===== config.mk =====
export PLATFORM = sky130hd
export DESIGN_NAME = id_ex_stage
export DESIGN_NICKNAME = d
export VERILOG_FILES = /design/src/rtl/id_ex_stage.sv
export SDC_FILE = /design/constraint.sdc
export NUM_CORES = 1
export LEC_CHECK = 0
export ABC_AREA = 0
export BUFFER_PORTS_ARGS = -buffer_cell sky130_fd_sc_hd__buf_2
export CORE_AREA = 2 2 164 166
export CTS_CLUSTER_DIAMETER = 40
export DETAILED_ROUTE_END_ITERATION = 8
export DIE_AREA = 0 0 166 168
export HOLD_SLACK_MARGIN = 0.1
export PLACE_DENSITY = 0.58
export SYNTH_ARGS = -nofsm -noshare
export SYNTH_HDL_FRONTEND = slang
export SYNTH_SLANG_ARGS = --single-unit

===== constraint.sdc =====
create_clock -name clock -period 2.5 [get_ports clock]
set_clock_uncertainty 0.05 [all_clocks]
set_input_delay 0.5 -clock clock [delete_from_list [all_inputs] [get_ports clock]]
set_output_delay 0.5 -clock clock [all_outputs]
set_load 0.02 [all_outputs]

===== src/rtl/id_ex_stage.sv =====
// ID/EX pipeline register: operand bypass, load-use / RAW stall, flush bubbles; bypass only with ID_EX_FORWARD_EN.
// Latency one cycle; stall_id (combinational) holds upstream while a bubble enters EX, flush overrides stall.
module id_ex_stage (
    input  logic        clock,
    input  logic        reset,
    input  logic        id_valid,
    input  logic [31:0] id_pc,
    input  logic [31:0] id_imm,
    input  logic [15:0] id_ctrl,
    input  logic [4:0]  id_rs1,
    input  logic [4:0]  id_rs2,
    input  logic [4:0]  id_rd,
    input  logic        id_use_rs1,
    input  logic        id_use_rs2,
    input  logic [31:0] id_rdata1,
    input  logic [31:0] id_rdata2,
    input  logic        id_reg_wr,
    input  logic        id_mem_rd,
    input  logic [31:0] ex_alu_result,
    input  logic [4:0]  mem_rd,
    input  logic        mem_reg_wr,
    input  logic [31:0] mem_result,
    input  logic [4:0]  wb_rd,
    input  logic        wb_reg_wr,
    input  logic [31:0] wb_wdata,
    input  logic        flush,
    output logic        ex_valid,
    output logic [31:0] ex_pc,
    output logic [31:0] ex_op1,
    output logic [31:0] ex_op2,
    output logic [31:0] ex_imm,
    output logic [15:0] ex_ctrl,
    output logic [4:0]  ex_rd,
    output logic        ex_reg_wr,
    output logic        ex_mem_rd,
    output logic        stall_id
);
    typedef struct packed {
        logic        valid;
        logic [31:0] pc;
        logic [31:0] op1;
        logic [31:0] op2;
        logic [31:0] imm;
        logic [15:0] ctrl;
        logic [4:0]  rd;
        logic        reg_wr;
        logic        mem_rd;
    } ex_t;

    ex_t         ex_q, ex_d;
    logic [31:0] op1, op2;
    logic        hazard;

    // A used, nonzero source that a pending producer will still overwrite.
    function automatic logic reads(input logic use_src, input logic [4:0] src,
                                   input logic wr, input logic [4:0] dst);
        return use_src && wr && (dst != 5'd0) && (dst == src);
    endfunction

`ifdef ID_EX_FORWARD_EN
    function automatic logic [31:0] bypass(
        input logic [4:0] src, input logic [31:0] rf,
        input logic e_wr, input logic [4:0] e_dst, input logic [31:0] e_val,
        input logic m_wr, input logic [4:0] m_dst, input logic [31:0] m_val,
        input logic w_wr, input logic [4:0] w_dst, input logic [31:0] w_val);
        if (src == 5'd0)                return rf;
        if (e_wr && (e_dst == src))     return e_val;
        if (m_wr && (m_dst == src))     return m_val;
        if (w_wr && (w_dst == src))     return w_val;
        return rf;
    endfunction
`else
    logic unused_data;
    assign unused_data = ^{ex_alu_result, mem_result, wb_wdata};
`endif

    always_comb begin
        op1    = id_rdata1;
        op2    = id_rdata2;
        hazard = 1'b0;
`ifdef ID_EX_FORWARD_EN
        op1 = bypass(id_rs1, id_rdata1, ex_q.valid && ex_q.reg_wr, ex_q.rd, ex_alu_result,
                     mem_reg_wr, mem_rd, mem_result, wb_reg_wr, wb_rd, wb_wdata);
        op2 = bypass(id_rs2, id_rdata2, ex_q.valid && ex_q.reg_wr, ex_q.rd, ex_alu_result,
                     mem_reg_wr, mem_rd, mem_result, wb_reg_wr, wb_rd, wb_wdata);
        // Only a load in EX cannot be bypassed in time.
        hazard = reads(id_use_rs1, id_rs1, ex_q.valid && ex_q.mem_rd, ex_q.rd) ||
                 reads(id_use_rs2, id_rs2, ex_q.valid && ex_q.mem_rd, ex_q.rd);
`else
        hazard = reads(id_use_rs1, id_rs1, ex_q.valid && ex_q.reg_wr, ex_q.rd) ||
                 reads(id_use_rs2, id_rs2, ex_q.valid && ex_q.reg_wr, ex_q.rd) ||
                 reads(id_use_rs1, id_rs1, mem_reg_wr, mem_rd) ||
                 reads(id_use_rs2, id_rs2, mem_reg_wr, mem_rd) ||
                 reads(id_use_rs1, id_rs1, wb_reg_wr, wb_rd) ||
                 reads(id_use_rs2, id_rs2, wb_reg_wr, wb_rd);
`endif
    end

    assign stall_id = id_valid && !flush && !reset && hazard;

    always_comb begin
        ex_d = ex_q;
        if (id_valid && !flush && !stall_id) begin
            ex_d.valid  = 1'b1;
            ex_d.pc     = id_pc;
            ex_d.op1    = op1;
            ex_d.op2    = op2;
            ex_d.imm    = id_imm;
            ex_d.ctrl   = id_ctrl;
            ex_d.rd     = id_rd;
            ex_d.reg_wr = id_reg_wr;
            ex_d.mem_rd = id_mem_rd;
        end else begin
            // Bubble: payload fields keep their last value.
            ex_d.valid  = 1'b0;
            ex_d.reg_wr = 1'b0;
            ex_d.mem_rd = 1'b0;
        end
    end

    always_ff @(posedge clock) begin
        if (reset) begin
            ex_q <= '0;
        end else begin
            ex_q <= ex_d;
        end
    end

    assign ex_valid  = ex_q.valid;
    assign ex_pc     = ex_q.pc;
    assign ex_op1    = ex_q.op1;
    assign ex_op2    = ex_q.op2;
    assign ex_imm    = ex_q.imm;
    assign ex_ctrl   = ex_q.ctrl;
    assign ex_rd     = ex_q.rd;
    assign ex_reg_wr = ex_q.reg_wr;
    assign ex_mem_rd = ex_q.mem_rd;
endmodule


### After elaboration in Yosys (flattened, before gate mapping)

Cells that the tools add are included.

| storage, ports and cells | value |
|---|---|
| flip-flop bits (word level) | 152 |
| output and inout bits | 153 |
| logic and storage cells | 52 |

| operators by class | value |
|---|---|
| bitwise gates (word level) | 1 |
| mux-type cells | 1 |
| reduce and logical (&&, ||, !) cells | 35 |
| equal/unequal tests | 6 |

Operators with widths:

| kind | number |
|---|---|
| $eq A5 B5 Y1 | 6 |
| $logic_and A1 B1 Y1 | 23 |
| $reduce_bool A5 Y1 | 3 |
| $logic_or A1 B1 Y1 | 5 |
| $logic_not A1 Y1 | 3 |
| $reduce_or A2 Y1 | 1 |
| $mux W1 | 1 |
| $not A1 Y1 | 1 |

### Logic depth before layout (Yosys ltp)

Gate-level depths: netlist of the first run.

| depth | value |
|---|---|
| word-level depth | 14 |
| depth in mapped cells | 9 |
| depth with buffers taken out | 6 |

### Least setup slack after synthesis of the first run

OpenSTA, ideal clock, no wires.

| timing | value |
|---|---|
| path type | input-to-reg |
| from | input mem_rd[0] |
| to | register ex_q (netlist bit ex_op1[14]) |
| stages | 8 |
| slack | 0.042 ns |
| library setup time | 0.072 ns |
| required time | 2.378 ns |
| arrival time | 2.337 ns |
| cells stage by stage | or4_1 -> o21a_1 -> a222oi_1 -> and3b_1 -> buf_4 -> buf_6 -> buf_8 -> mux2i_1 |

| on the way | value |
|---|---|
| word-level cells in the longest chain between the ends | 10 |
| elaborated cells between the ends (all ways) | 14 |

Ends and longest elaborated chain:

| element | line | source |
|---|---|---|
| start: declaration | 20 | `input logic [4:0] mem_rd,` |
| $reduce_bool A5 Y1 | 57 | `return use_src && wr && (dst != 5'd0) && (dst == src);` |
| $logic_and A1 B1 Y1 (2 in a row) | 57 |  |
| $logic_or A1 B1 Y1 | 91 | `reads(id_use_rs2, id_rs2, ex_q.valid && ex_q.reg_wr, ex_q.rd) \|\|` |
| $logic_or A1 B1 Y1 * | 92 | `reads(id_use_rs1, id_rs1, mem_reg_wr, mem_rd) \|\|` |
| $logic_or A1 B1 Y1 * | 93 | `reads(id_use_rs2, id_rs2, mem_reg_wr, mem_rd) \|\|` |
| $logic_or A1 B1 Y1 * | 94 | `reads(id_use_rs1, id_rs1, wb_reg_wr, wb_rd) \|\|` |
| $logic_and A1 B1 Y1 * | 99 | `assign stall_id = id_valid && !flush && !reset && hazard;` |
| $logic_not A1 Y1 * | 103 | `if (id_valid && !flush && !stall_id) begin` |
| $logic_and A1 B1 Y1 * | 103 |  |
| end signal: assignment | 123 | `ex_q <= '0;` |
| end signal: assignment | 125 | `ex_q <= ex_d;` |
| end: declaration | 50 | `ex_t ex_q, ex_d;` |

Mark *: on every way between the ends. The rest lies on a longest branch, timed or not.
A chain may end at the register's enable or synchronous reset.

### Worst setup path after layout of the first run

| timing | value |
|---|---|
| from | register ex_q (netlist bit ex_rd[4]) |
| to | output stall_id |

| on the way | value |
|---|---|
| word-level cells in the longest chain between the ends | 9 |
| elaborated cells between the ends (all ways) | 13 |

Ends and longest elaborated chain:

| element | line | source |
|---|---|---|
| $reduce_bool A5 Y1 | 57 |  |
| $logic_and A1 B1 Y1 (2 in a row) | 57 |  |
| $logic_or A1 B1 Y1 * | 90 | `hazard = reads(id_use_rs1, id_rs1, ex_q.valid && ex_q.reg_wr, ex_q.rd) \|\|` |
| $logic_or A1 B1 Y1 * | 91 |  |
| $logic_or A1 B1 Y1 * | 92 |  |
| $logic_or A1 B1 Y1 * | 93 |  |
| $logic_or A1 B1 Y1 * | 94 |  |
| $logic_and A1 B1 Y1 * | 99 |  |
| end: declaration | 36 | `output logic stall_id` |

Marks and branches as above.

==> impl_metrics.py, run 1 <==
metrics = {
    "global_route": {
        "grt_start_max_net_pins": 136,
        "grt_antenna_before_repair": 0,
        "grt-ovfl-total": 0,
        "grt_pass1_wl_um": 30000,
        "grt_pass1_vias": 5788,
        "track_usage_pct": 13.2,
    },
    "placed_design": {
        "place_area_um2": 9350,
        "hpwl_um": 13900,
        "numPortBuffers": 331,
        "gp_congestion": 0.798,
        "dp_cells": 1368,
    },
    "critical_path": {
        "arrival_ns": 2.03,
        "start_kind": "flip-flop",
        "r2r_end": "ex_op2[6]$_SDFFE_PP0P_",
        "timing.critical_path.fanout_max": 3,
        "rrSetupSlack_ns": 0.13,
        "reg2reg_depth": 8,
        "worstSetupPathType": "flip-flop to primary output",
        "r2r_start": "ex_rd[4]$_SDFFE_PP0P_",
        "critPathCaptureType": "primary output",
        "worst_ep_required_time_ns": 1.95,
    },
    "logic_synthesis": {
        "synth_cells": 706,
        "syn_avg_cell_area_um2": 10.3,
        "yosysUniqueCellTypes": 21,
        "syn_area_um2": 7240,
        "synth_fp_nets": 981,
        "synth_seq_cells": 152,
        "yosysWarnings": 0,
        "synth-seq-area-share_pct": 42.0,
    },
    "route": {
        "drc": 0,
        "first_pass_iters": 4,
        "totalWireLength_um": 18700,
        "post_drt_wl_per_cell_um": 13.4,
        "drt-initial-drc-count": 185,
        "antenna_left": 0,
        "via_count": 5821,
        "avgViaCountPerCell": 4.16,
    },
    "finish": {
        "nets": 1320,
        "diodes": 0,
        "drive_gt1_share_pct": 39.4,
        "final-instance-count-excl-fill": 1399,
        "area_delta_synth_final_pct": 38.3,
        "final_cell_area_um2": 10000,
    },
    "timing": {
        "slew_headroom_pct": 70.7,
        "fin_ws_ns": -0.0820,
        "min_period_over_period_pct": 103,
        "slew_violations": 0,
        "hold_viol_final": 0,
        "rsz0062_at_grt": "yes",
        "tightest_slew_ns": 0.440,
        "setup_violations": 1,
        "fin_crit_ns": 2.58,
        "fmax_ghz": 0.387,
    },
    "power": {
        "p_leak_nw": 4.56,
        "p_per_area_nw_per_um2": 625,
        "irDropWorstVdd_v": 0.000321,
    },
    "clock_network": {
        "cts.clk_slew.worst_paths_ns": 0.07,
        "cts_buffers": 17,
        "clock_sinks": 152,
        "clk_latency_ns": 0.42,
        "root_buffer": "clkbuf_16",
        "cts_tree": "built",
        "htree_levels": 4,
        "ctsLongestPathBuffers": 2,
    },
    "die": {
        "core-area_um2": 26400,
        "row_count": 60,
        "die-area_um2": 27900,
        "die_w_um": 166,
        "io_pins": 428,
        "die_h_um": 168,
        "initial_core_util_pct": 27.5,
    },
    "run": {
        "drv_cap": 0,
    },
    "run_status": {
        "outcome": "finished, violations left",
        "failed_checks": "setup timing",
    },
    "min_path": {
        "holdCritStartpoint": "id_reg_wr",
        "hold_path_class": "primary input to flip-flop",
        "holdPathStages": 2,
        "hold_end": "ex_reg_wr$_SDFF_PP0_",
    },
}
-- cell families (layout without fill, tap and decap cells) --
logic type	Yosys count	in the layout	share of synthesized area, %
xor gates and xnor gates	30	30	3.63
DFF	152	152	42.0
and+or+nand+nor	318	318	27.5
buffers and inverters	50	402	5.53
muxes	149	149	20.6
AOI/OAI and AO/OA	7	7	0.743
-- registers in the layout, indices dropped and copies added (netlist names) --
signal and flops:
ex_op2 32, ex_mem_rd 1, ex_reg_wr 1, ex_valid 1, ex_rd 5, ex_op1 32
ex_ctrl 16, ex_pc 32, ex_imm 32
-- layout by cell type, fill, tap and decap left out, drive strengths merged --
cell type and n:
buf 370, nand2b 298, dfxtp 152, mux2i 149
xnor2 30, clkbuf 17, inv 10, nand4 6
nand2 6, clkinv 4, o22ai 3, or4 2
o21a 2, and2 2, or3 1, o311a 1
a222oi 1, nor4b 1, and3b 1, and4bb 1
bufinv 1
-- metal layers --
metal	GRT usage, %	wire length (um)	up-vias
met2	20.8	8380	234
li1	-	-	2973
met3	5.38	1820	17
met1	16.2	8140	2597
met4	4.91	350	0
met5	0	0	-
-- worst max-delay path by stage --
stage	startpoint	end	slack [ns]	cells past startpoint
floorplan	mem_rd[0]	ex_op1[14]$_SDFFE_PP0P_	0.04	8
global route	ex_rd[4]$_SDFFE_PP0P_	stall_id	-0.19	8
global placement	mem_rd[0]	ex_imm[6]$_SDFFE_PP0P_	-0.30	9
finish	ex_rd[4]$_SDFFE_PP0P_	stall_id	-0.08	6
detailed placement	mem_rd[0]	ex_imm[1]$_SDFFE_PP0P_	-0.31	9
CTS	ex_rd[0]$_SDFFE_PP0P_	stall_id	-0.20	6
-- cell type report --
cell class	instances	area (um^2)
Clock buffer	17	425
Fill cell	2696	16300
Multi-Input combinational cell	504	3870
Timing Repair Buffer	370	2090
Clock inverter	15	155
Sequential cell	152	3050
Tap cell	341	427
-- worst max-delay path, cell delays in order (launching register included) --
cell and delay (ns):
dfxtp_2 0.32, or3_4 0.38, o311a_1 0.30, a222oi_1 0.24
buf_4 0.19, nor4b_4 0.05, buf_6 0.13
-- what timing repair did --
| action | 4_1_cts | 5_1_grt |
|---|---|---|
| gates resized for setup | 5 | 12 |
| endpoints found under the hold margin | 0 | 0 |
| setup endpoints to repair | 1 | 9 |
| buffers inserted | 0 | 1 |
| pin swaps | 3 | 9 |
| hold buffers | 0 | 0 |
-- metrics by stage --
step | setup TNS [ns] | setup slack (ns) | utilization [%] | hold WS, ns | power [mW]
floorplan | 0 | 0.0418 | - | 0.496 | 3.30
global placement | -38.63 | -0.296 | 35.5 | 0.405 | 3.69
detailed placement | -39.25 | -0.307 | 35.5 | 0.408 | 3.70
CTS | -0.198 | -0.198 | 37.7 | 0.207 | 6.37
global route | -0.193 | -0.193 | 38.0 | 0.220 | 6.57
finish | -0.0820 | -0.0820 | 38.0 | 0.237 | 6.25
-- cell usage after synthesis, drive strengths merged --
library cell	number	area share [%]
a222oi	1	0.14
and2	2	0.17
and3b	1	0.12
and4bb	1	0.17
buf	17	3.8
clkbuf	33	1.7
dfxtp	152	42
mux2i	149	21
nand2	6	0.31
nand2b	298	26
nand4	6	0.52
nor4b	1	0.12
o21a	2	0.21
o22ai	3	0.26
o311a	1	0.14
or3	1	0.086
or4	2	0.21
xnor2	30	3.6
-- power by group --
group	switching (mW)	internal [mW]	total, mW
Sequential	0.0663	2.55	2.62
Combinational	0.523	0.502	1.03
Clock	1.19	1.42	2.61
(Power assumes the default switching activity.)
==> inputs of run 2 (changes only) <==
CORE_AREA = 2 2 167 169   (was 2 2 164 166)
CTS_BUF_LIST = sky130_fd_sc_hd__clkbuf_4   (was unset)
DIE_AREA = 0 0 169 171   (was 0 0 166 168)
PLACE_DENSITY = 0.57   (was 0.58)
==> run 2 against run 1 <==
The flow still finishes with violations (setup timing). Register-to-register slack got worse by 0.23 ns. Sequential cell count did not move. Non-clock buffer count up 93. Critical path depth is the same. Cell count up 7.1%. Fmax is 9.0% lower. Wire length rose by 7.7%. Cell area rose by 7.0%. First-iteration DRC count is 37% higher. Combinational power rose by 13%. Worst setup slack worse by 0.26 ns. Count of clock-buffer cells in the layout is the same.
==> impl_metrics.py, run 2 (synthesis gave the netlist of run 1 again) <==
metrics = {
    "clock_network": {
        "clock_sinks": 152,
        "cts_buffers": 17,
        "clk_latency_ns": 0.53,
        "root_buffer": "clkbuf_4",
        "cts.clk_slew.worst_paths_ns": 0.16,
        "cts_tree": "built",
        "htree_levels": 4,
        "ctsLongestPathBuffers": 2,
    },
    "global_route": {
        "grt_pass1_vias": 6055,
        "grt_start_max_net_pins": 174,
        "grt_antenna_before_repair": 1,
        "grt-ovfl-total": 0,
        "track_usage_pct": 13.0,
        "grt_pass1_wl_um": 30500,
    },
    "critical_path": {
        "crit_buf_inv": 2,
        "worstSetupPathType": "flip-flop to primary output",
        "slowest_stage": "dfxtp_2",
        "worst_ep_required_time_ns": 1.95,
        "arrival_ns": 2.29,
        "path_cells": "or3_1 > o311a_1 > a222oi_1 > buf_4 > nor4b_2 > buf_2",
        "critPathCaptureType": "primary output",
        "path_depth": 6,
        "timing.critical_path.fanout_max": 4,
        "cpPeakStageDelay_ns": 0.38,
        "critPathTopFamily": "compound AO/OA/AOI/OAI gates",
        "reg2reg_depth": 9,
        "start_kind": "flip-flop",
    },
    "power": {
        "irDropWorstVdd_v": 0.000265,
        "power_mw": 5.40,
        "p_per_area_nw_per_um2": 504,
        "p_leak_nw": 4.82,
    },
    "route": {
        "drt-initial-drc-count": 254,
        "via_count": 6193,
        "drc": 0,
        "post_drt_wl_per_cell_um": 13.4,
        "first_pass_iters": 4,
        "totalWireLength_um": 20100,
        "avgViaCountPerCell": 4.13,
        "antenna_left": 0,
    },
    "timing": {
        "tightest_slew_ns": 0.551,
        "fmax_ghz": 0.352,
        "slew_headroom_pct": 63.3,
        "rsz0062_at_grt": "yes",
        "fin_ws_ns": -0.338,
        "fin_crit_ns": 2.84,
        "min_period_over_period_pct": 114,
        "slew_violations": 0,
        "setup_violations": 136,
        "hold_viol_final": 0,
    },
    "run_status": {
        "failed_checks": "setup timing",
        "outcome": "finished, violations left",
    },
    "finish": {
        "nets": 1413,
        "fin_util_pct": 39.2,
        "mostFrequentLayoutCell": "buf_2",
        "area_delta_synth_final_pct": 47.9,
        "final-instance-count-excl-fill": 1498,
        "nFillCells": 2729,
        "multiInputGateArea_um2": 3810,
        "drive_gt1_share_pct": 35.7,
        "final_cell_mix": "buf_2, nand2b_1, dfxtp_1, mux2i_1, dlygate4sd3_1",
        "regArea_um2": 3040,
    },
    "die": {
        "core-area_um2": 27300,
        "row_count": 61,
        "die_w_um": 169,
        "die_h_um": 171,
        "io_pins": 428,
        "die-area_um2": 28900,
        "initial_core_util_pct": 26.5,
    },
    "placed_design": {
        "dp_cells": 1369,
        "gp_congestion": 0.790,
        "hpwl_um": 14000,
        "numPortBuffers": 331,
    },
    "min_path": {
        "hold_path_class": "primary input to flip-flop",
        "holdPathStages": 3,
    },
    "run": {
        "drv_cap": 0,
    },
}
[run 2: area by class of cell]
cell class,count,share of cell area (%)
Antenna cell,1,0.0234
Clock buffer,17,1.19
Clock inverter,15,1.57
Multi-Input combinational cell,504,35.6
Sequential cell,152,28.4
Tap cell,346,4.04
Timing Repair Buffer,463,29.2
[run 2: routing by layer]
| layer | part of all wire, % | up-vias | wire length, um | GRT usage [%] |
|---|---|---|---|---|
| li1 | - | 3149 | - | - |
| met1 | 43 | 2816 | 8660 | 15.2 |
| met2 | 47 | 211 | 9540 | 22.2 |
| met3 | 8.1 | 17 | 1630 | 4.86 |
| met4 | 1.5 | 0 | 303 | 4.09 |
| met5 | 0 | - | 0 | 0 |
[run 2: final timing paths]
check / startpoint / endpoint / slack [ns]
setup / recovery: ex_rd[0]$_SDFFE_PP0P_ / stall_id / -0.34
hold / removal: id_pc[19] / ex_pc[19]$_SDFFE_PP0P_ / 0.18
setup reg to reg: ex_rd[0]$_SDFFE_PP0P_ / ex_op2[7]$_SDFFE_PP0P_ / -0.10
hold reg to reg: ex_op1[29]$_SDFFE_PP0P_ / ex_op1[29]$_SDFFE_PP0P_ / 0.43
[run 2: metrics by stage]
stage	hold slack (ns)	setup TNS, ns	instance area (um^2)	worst slack [ns]
after floorplan	0.496	0	7240	0.0418
after global placement	0.406	-25.96	9370	-0.212
after detailed placement	0.408	-30.54	9370	-0.255
after CTS	0.100	-0.410	10500	-0.410
after global routing	0.100	-22.75	10700	-0.519
final	0.175	-4.42	10700	-0.338
[run 2: tightest hold or removal path: stages]
cell and delay, ns:
buf_2 0.09, nand2b_1 0.05, mux2i_1 0.06
[run 2: report_power, final]
| group | switching [mW] | internal [mW] |
|---|---|---|
| registers | 0.0677 | 2.55 |
| clock network | 0.998 | 0.617 |
| logic | 0.550 | 0.612 |
[run 2: repair_timing]
| item | in CTS | in global routing |
|---|---|---|
| hold endpoints to repair | 82 | 6 |
| setup buffers | 1 | 3 |
| cloned | 0 | 4 |
| resized for setup | 1 | 6 |
| hold buffers | 82 | 6 |
| setup endpoints to repair | 1 | 143 |
| pin swaps | 1 | 1 |
==> inputs of run 3 (changes only) <==
CTS_BUF_LIST = sky130_fd_sc_hd__clkbuf_4 sky130_fd_sc_hd__clkbuf_8   (was sky130_fd_sc_hd__clkbuf_4)
==> run 3 against run 2 <==
The run still ends with setup timing left. First-iteration DRC count stayed put. Worst setup slack better by 0.10 ns. Utilization is 2.3 points lower. Die area stayed put. Total power is 5.2% higher. Highest routed layer unchanged.
==> impl_metrics.py, run 3 (synthesis gave the netlist of run 1 again) <==
metrics = {
    "run_status": {
        "outcome": "finished, violations left",
        "failed_checks": "setup timing",
    },
    "critical_path": {
        "slowest_stage": "dfxtp_2",
        "r2r_start": "ex_rd[0]$_SDFFE_PP0P_",
        "r2r_end": "ex_op1[2]$_SDFFE_PP0P_",
        "reg2reg_depth": 9,
        "path_cells": "or3_1 > o311a_1 > a222oi_1 > buf_4 > nor4b_2 > buf_2",
        "critPathCaptureType": "primary output",
        "timing.critical_path.fanout_max": 4,
        "critPathTopFamily": "compound AO/OA/AOI/OAI gates",
        "worst_ep_required_time_ns": 1.95,
        "rrSetupSlack_ns": -0.16,
        "worstSetupPathType": "flip-flop to primary output",
        "cpPeakStageDelay_ns": 0.36,
        "crit_buf_inv": 2,
        "start_kind": "flip-flop",
        "arrival_ns": 2.18,
    },
    "power": {
        "power_mw": 5.68,
        "combPwrFrac_pct": 19.1,
        "p_int_mw": 4.04,
        "p_switching_mw": 1.64,
        "p_leak_nw": 4.56,
        "swShare_pct": 28.9,
        "p_seq_share_pct": 46.1,
        "irDropWorstVdd_v": 0.000265,
        "p_per_area_nw_per_um2": 563,
        "pwr-share-clk_pct": 34.8,
    },
    "clock_network": {
        "ctsLongestPathBuffers": 2,
        "holdBufCountCts": 0,
        "clock_sinks": 152,
        "htree_levels": 4,
        "cts_buffers": 17,
        "root_buffer": "clkbuf_8",
        "cts.clk_slew.worst_paths_ns": 0.10,
        "clk_latency_ns": 0.44,
        "cts_tree": "built",
    },
    "timing": {
        "tightest_slew_ns": 0.524,
        "slew_headroom_pct": 65.1,
        "fmax_ghz": 0.366,
        "fin_ws_ns": -0.233,
        "whs_ns": 0.211,
        "rsz0062_at_grt": "yes",
        "setup_violations": 150,
        "hold_viol_final": 0,
        "min_period_over_period_pct": 109,
        "fin_crit_ns": 2.73,
        "final.setup.tns_ns": -13.52,
        "slew_violations": 0,
    },
    "die": {
        "core-area_um2": 27300,
        "row_count": 61,
        "die-area_um2": 28900,
        "io_pins": 428,
        "initial_core_util_pct": 26.5,
        "die_w_um": 169,
        "die_h_um": 171,
    },
    "placed_design": {
        "dp_cells": 1369,
        "hpwl_um": 14000,
        "pre_cts_ws_ns": -0.255,
        "numPortBuffers": 331,
        "place_area_um2": 9370,
        "gp_congestion": 0.790,
    },
    "finish": {
        "fin_util_pct": 36.9,
        "nFillCells": 2803,
        "final-instance-count-excl-fill": 1415,
        "area_delta_synth_final_pct": 39.4,
        "drive_gt1_share_pct": 39.0,
        "final_cell_mix": "buf_2, nand2b_1, dfxtp_1, mux2i_1, xnor2_1",
        "nets": 1330,
        "mostFrequentLayoutCell": "buf_2",
        "final_cell_area_um2": 10100,
    },
    "min_path": {
        "holdCritStartpoint": "id_reg_wr",
        "hold_path_class": "primary input to flip-flop",
        "hold_end": "ex_reg_wr$_SDFF_PP0_",
        "holdPathStages": 2,
    },
    "route": {
        "first_pass_iters": 4,
        "via_count": 5883,
        "drt-initial-drc-count": 254,
        "totalWireLength_um": 19800,
        "antenna_left": 0,
        "post_drt_wl_per_cell_um": 14.0,
        "drc": 0,
        "avgViaCountPerCell": 4.16,
    },
    "run": {
        "drv_cap": 0,
    },
    "global_route": {
        "track_usage_pct": 12.6,
        "grt-ovfl-total": 0,
        "grt_antenna_before_repair": 1,
        "grt_start_max_net_pins": 174,
        "grt_pass1_vias": 5692,
        "grt_pass1_wl_um": 29100,
    },
}
==> run 3: power by group through the flow <==
stage | Clock (mW) | Sequential [mW] | Combinational [mW]
2_1_floorplan | 0 | 2.84 | 0.467
3_3_place_gp | 0 | 2.67 | 1.02
3_5_place_dp | 0 | 2.67 | 1.03
4_1_cts | 2.09 | 2.62 | 1.03
5_1_grt | 2.19 | 2.64 | 1.17
6_report | 1.98 | 2.62 | 1.08
==> run 3: worst max-delay path by stage <==
stage	from	to	slack [ns]	depth (start not counted)
floorplan	mem_rd[0]	ex_op1[14]$_SDFFE_PP0P_	0.04	8
global placement	mem_rd[0]	ex_op2[19]$_SDFFE_PP0P_	-0.21	8
detailed placement	mem_rd[0]	ex_op2[25]$_SDFFE_PP0P_	-0.25	8
CTS	ex_rd[0]$_SDFFE_PP0P_	stall_id	-0.28	6
global route	ex_rd[0]$_SDFFE_PP0P_	stall_id	-0.37	6
finish	ex_rd[0]$_SDFFE_PP0P_	stall_id	-0.23	6
==> run 3: layout make-up <==
class	count	area, um^2	area share [%]
Antenna cell	1	2.50	0.0248
Clock buffer	18	248	2.45
Clock inverter	14	164	1.62
Multi-Input combinational cell	504	3810	37.7
Sequential cell	152	3040	30.2
Tap cell	346	433	4.29
Timing Repair Buffer	380	2390	23.7
==> run 3: routing by layer <==
| metal | part of all wire (%) | track usage, % | vias up |
|---|---|---|---|
| li1 | - | - | 2984 |
| met3 | 8.6 | 5.27 | 18 |
| met2 | 47 | 21.0 | 208 |
| met4 | 1.4 | 3.83 | 0 |
| met1 | 43 | 14.7 | 2673 |
| met5 | 0 | 0 | - |
==> run 3: what timing repair did <==
item                                    in CTS  in global routing
setup buffers                                1                  3
gates resized for setup                      1                 12
endpoints found under the setup margin       1                130
pin swaps                                    1                  1
cloned                                       0                  9
